<file path="src/rtl/deinterleaver.sv">
// 802.16 OFDM receive bit deinterleaver: ping-pong block store written at the
// inverse-permutation address and read back sequentially in coded order.
module deinterleaver #(
    parameter int Ncbps = 192,
    parameter int Ncpc  = 2,
    parameter int s     = Ncpc / 2,
    parameter int d     = 16
) (
    input  logic clk,
    input  logic resetN,
    input  logic valid_demod,
    input  logic data_in,
    output logic ready_deint,
    input  logic ready_dec,
    output logic valid_deint,
    output logic data_out,
    output logic last_out
);
    localparam int ROWS = Ncbps / d;
    localparam int AW   = $clog2(Ncbps);

    logic [1:0][Ncbps-1:0] mem;
    logic [1:0]            full;
    logic                  wr_bank, rd_bank;
    logic [AW-1:0]         wr_cnt, rd_cnt;

    // j is tracked as base = s*floor(j/s) split into (row, col) over ROWS rows,
    // plus j mod s and floor(j/ROWS) mod s, so k needs only constant multiplies.
    logic [AW-1:0] base_row, base_q, j_row;
    logic [1:0]    j_s, q_mod;
    logic [2:0]    r_sum, r;
    logic [AW-1:0] row_m, wr_addr;

    logic wr_acc, wr_last, rd_acc, rd_last;

    assign ready_deint = !full[wr_bank];
    assign valid_deint = full[rd_bank];
    assign data_out    = valid_deint & mem[rd_bank][rd_cnt];
    assign last_out    = valid_deint && (rd_cnt == AW'(Ncbps - 1));

    assign wr_acc  = valid_demod && ready_deint;
    assign wr_last = wr_acc && (wr_cnt == AW'(Ncbps - 1));
    assign rd_acc  = valid_deint && ready_dec;
    assign rd_last = rd_acc && (rd_cnt == AW'(Ncbps - 1));

    always_comb begin
        r_sum = {1'b0, j_s} + {1'b0, q_mod};
        r     = (r_sum >= 3'(s)) ? r_sum - 3'(s) : r_sum;
        row_m = base_row + AW'(r);
        // m = base + r may step past the last row into the next column
        if (row_m >= AW'(ROWS))
            wr_addr = AW'(d) * (row_m - AW'(ROWS)) + base_q + AW'(1);
        else
            wr_addr = AW'(d) * row_m + base_q;
    end

    always_ff @(posedge clk) begin
        if (wr_acc)
            mem[wr_bank][wr_addr] <= data_in;
    end

    always_ff @(posedge clk or negedge resetN) begin
        if (!resetN) begin
            wr_bank  <= 1'b0;
            rd_bank  <= 1'b0;
            wr_cnt   <= '0;
            rd_cnt   <= '0;
            full     <= 2'b00;
            base_row <= '0;
            base_q   <= '0;
            j_row    <= '0;
            j_s      <= '0;
            q_mod    <= '0;
        end else begin
            if (wr_last) begin
                wr_cnt   <= '0;
                base_row <= '0;
                base_q   <= '0;
                j_row    <= '0;
                j_s      <= '0;
                q_mod    <= '0;
                wr_bank  <= ~wr_bank;
            end else if (wr_acc) begin
                wr_cnt <= wr_cnt + AW'(1);
                if (j_row == AW'(ROWS - 1)) begin
                    j_row <= '0;
                    q_mod <= (q_mod == 2'(s - 1)) ? 2'd0 : q_mod + 2'd1;
                end else begin
                    j_row <= j_row + AW'(1);
                end
                if (j_s == 2'(s - 1)) begin
                    j_s <= '0;
                    if (base_row + AW'(s) >= AW'(ROWS)) begin
                        base_row <= base_row + AW'(s) - AW'(ROWS);
                        base_q   <= base_q + AW'(1);
                    end else begin
                        base_row <= base_row + AW'(s);
                    end
                end else begin
                    j_s <= j_s + 2'd1;
                end
            end

            if (rd_last) begin
                rd_cnt  <= '0;
                rd_bank <= ~rd_bank;
            end else if (rd_acc) begin
                rd_cnt <= rd_cnt + AW'(1);
            end

            // fill and drain always target different banks
            if (wr_last) full[wr_bank] <= 1'b1;
            if (rd_last) full[rd_bank] <= 1'b0;
        end
    end
endmodule

</file>
<file path="config.mk">
export PLATFORM = sky130hd
export DESIGN_NAME = deinterleaver
export DESIGN_NICKNAME = d
export VERILOG_FILES = /design/src/rtl/deinterleaver.sv
export SDC_FILE = /design/constraint.sdc
export NUM_CORES = 1
export LEC_CHECK = 0
export BUFFER_PORTS_ARGS = -buffer_cell sky130_fd_sc_hd__clkbuf_2
export CAP_MARGIN = 15
export CORE_MARGIN = 8
export CORE_UTILIZATION = 39
export DETAILED_ROUTE_END_ITERATION = 8
export PLACE_DENSITY = 0.63
export REMOVE_ABC_BUFFERS = 1
export SLEW_MARGIN = 30
export SYNTH_ARGS = -nofsm -noshare
export SYNTH_HDL_FRONTEND = slang
export SYNTH_SLANG_ARGS = --single-unit
</file>
<file path="constraint.sdc">
create_clock -name clk -period 6.9 [get_ports clk]
set_input_delay 0.345 -clock clk [delete_from_list [all_inputs] [get_ports clk]]
set_output_delay 0.345 -clock clk [all_outputs]
set_load 0.01 [all_outputs]
</file>
==> out/qor.txt <==
Hold wc startpoint -> valid_demod
Initial antenna violation count -> 0
Filler cells -> 4815
Final cell count without fillers -> 2287
Ys async rst share -> 0.111
Total negative slack -> 0 ns
ANT cells -> 0
CP arrival -> 5.58 ns
Clock latency on the worst-skew pair -> 0.57 ns
Largest net degree at the start of global routing -> 142
Distinct cells, synth -> 76
Initial Utilization -> 0.394
Die Wd -> 247 um
RePlAce Congestion -> 0.830
Share of layout cells above drive strength 1 -> 0.160
Status -> finished, final reports clean
Clock slew at reported path FFs -> 0.06 ns
Yosys reg bits -> 432
Post-Route Utilization -> 0.435
Number of global-route vias before repair -> 13136
Hold Path Class -> input pin to register
H-tree levels -> 2
Clock Tree Buf Depth -> 3
Final-stage net count -> 1592
Row cnt -> 84
Post-Syn Area -> 20700 um2
Post-CTS Hold Fix Bufs -> 1
RSZ-0062 raised after global routing -> no
Die area -> 60800 um2
Slew margin rel. -> 0.322
Port Buffers -> 8
HPWL after DPL -> 30300 um
Core area -> 52600 um2
Final setup viols -> 0
GRT overflow -> 0
GRT Overall Usage -> 0.165
Clk root buf -> clkbuf_16
Routed vias/inst -> 5.83
Post-Syn Instances -> 1603
Period utilization -> 0.771
Total CTS buffers -> 45
Max capacitance violation total -> 0
Antenna viol nets, final -> 0
DRC Markers -> 0
Die span in y -> 247 um
Drt pass-1 iters -> 6
Worst Setup SP -> j_s[0]
Final Max Tran Viols -> 0
CTS sink cnt -> 432
Top fanout value on the critical path -> 13
Wire per inst -> 22.1 um
IO Pins -> 9
Worst slew pin tran -> 1.01 ns
Peak Freq -> 0.188 GHz
PostCTS Resize Cnt -> 0
DP Cell Count -> 2201
Vias -> 13344
Sequential-to-total area share from yosys stat -> 0.614
First-pass GRT wire length -> 78100 um
Final hold vios -> 0
Startpoint Class -> register
Top FF cell, synth -> edfxtp_1
Initial DRC count -> 1338
RR Startpoint -> j_s[0]
Synth Warn # -> 0
TritonCTS clock tree -> built
Final wirelength -> 50500 um
Number of synthesized flops with an enable pin -> 384
Crit path kind -> register to register
Area Overhead vs Synth -> 10.3%
Post-CTS Setup Inserts -> 0
CP required -> 7.16 ns
Fin Clk Skew -> 0.0219 ns
Tmin final -> 5.32 ns
Syn Area/Cell -> 12.9 um2
CP endpoint kind -> register
-- stage by stage --
step	cell area, um2	hold slack, ns	setup WS (ns)
2_1_floorplan	20100	0.0494	1.66
3_3_place_gp	21300	0.478	1.67
3_5_place_dp	21400	0.492	1.61
4_1_cts	22800	0.235	1.60
5_1_grt	22900	0.300	1.25
6_report	22900	0.283	1.58
-- synthesized netlist by cell type, drive strengths merged (4+ instances only) --
cell type  count  area (um2)
nor4           8        75.1
clkbuf        53         199
a21oi         24         120
mux4          85        1910
or3            9        56.3
xnor2         23         209
nand2b         9        56.3
nor2b         10        62.6
xor2          13         114
buf           81         424
o31ai          8         101
a22oi         10        75.1
o221ai         6        52.6
ha            20         250
nand3         31         165
and3           9        56.3
a22o           6        52.6
o21ai         51         293
nor2         283        1070
mux2           8        90.1
o22ai         10        62.6
edfxtp       384       11500
dfrtp         48        1200
nand2         68         260
and2          11        68.8
a31oi          7        43.8
mux2i         33         334
nand3b         4        30.0
inv           26        97.6
nor3         175         906
o211ai        15         118
a221oi         5        43.8
a211o          6        52.6
nand4         15        93.8
-- layer usage --
| layer | track usage | vias up | wire [um] |
|---|---|---|---|
| met2 | 0.273 | 431 | 24400 |
| met4 | 0.0540 | 0 | 1510 |
| met1 | 0.219 | 6852 | 21200 |
| li1 | - | 5964 | - |
| met3 | 0.0309 | 97 | 3480 |
| met5 | 0 | - | 0 |
-- cell type report --
type	instances	area [um2]	area share
Multi-Input combinational cell	1010	7360	0.322
Clock buffer	61	1250	0.0546
Sequential cell	432	12700	0.557
Clock inverter	21	150	0.00656
Inverter	27	101	0.00443
Tap cell	688	861	0.0376
Timing Repair Buffer	48	407	0.0178
-- state kept, by name, indices dropped and copies added, names as in the netlist --
register	flops
mem	384
base_q	8
base_row	8
j_row	8
rd_cnt	8
wr_cnt	8
full	2
j_s	2
q_mod	2
rd_bank	1
wr_bank	1
-- layout by cell type, fill, tap and decap left out, drive strengths merged, types with 10 or more instances in the layout --
cell type / n
nand4: 15
clkbuf: 69
buf: 39
and2: 11
nand2: 68
mux2i: 33
o211ai: 15
nor3: 175
o21ai: 51
ha: 20
nor2b: 10
clkinv: 17
xor2: 13
a22oi: 10
mux4: 85
inv: 27
o22ai: 10
a21oi: 24
nand3: 31
dfrtp: 48
edfxtp: 384
nor2: 283
xnor2: 23
-- kinds of logic (layout without fill, tap and decap cells) --
group,Yosys count,in the layout,synth area share
buffers and inverters,161,157,0.0349
AOI/OAI and AO/OA,179,179,0.0620
DFF,432,432,0.614
adders and majority gates,23,23,0.0150
and+or+nand+nor,646,646,0.146
muxes,126,126,0.113
xor gates and xnor gates,36,36,0.0156
-- critical path, cell delays in order (launching register included) --
cell and delay [ns]:
dfrtp_1 0.38, ha_1 0.19, inv_1 0.07, fa_1 0.47, ha_1 0.31, a31oi_1 0.20
inv_1 0.09, fa_1 0.56, inv_1 0.06, ha_1 0.40, xor2_1 0.33, a32oi_1 0.14
o21ai_1 0.47, nand3_1 0.69, buf_4 0.44, nor3_1 0.23
-- final timing paths --
| path | end | slack (ns) | depth (start not counted) |
|---|---|---|---|
| setup / recovery | mem[327] | 1.58 | 15 |
| max in group asynchronous | rd_cnt[0] | 5.96 | 3 |
| setup reg to reg | mem[327] | 1.58 | 15 |
| min in group asynchronous | j_row[2] | 0.43 | 3 |
| hold / removal | wr_cnt[4] | 0.28 | 3 |
| hold reg to reg | wr_cnt[2] | 0.50 | 1 |
Power is left out: the tool's default activity adds up to more than one toggle a clock period on the data nets, which glitch-free logic cannot reach.
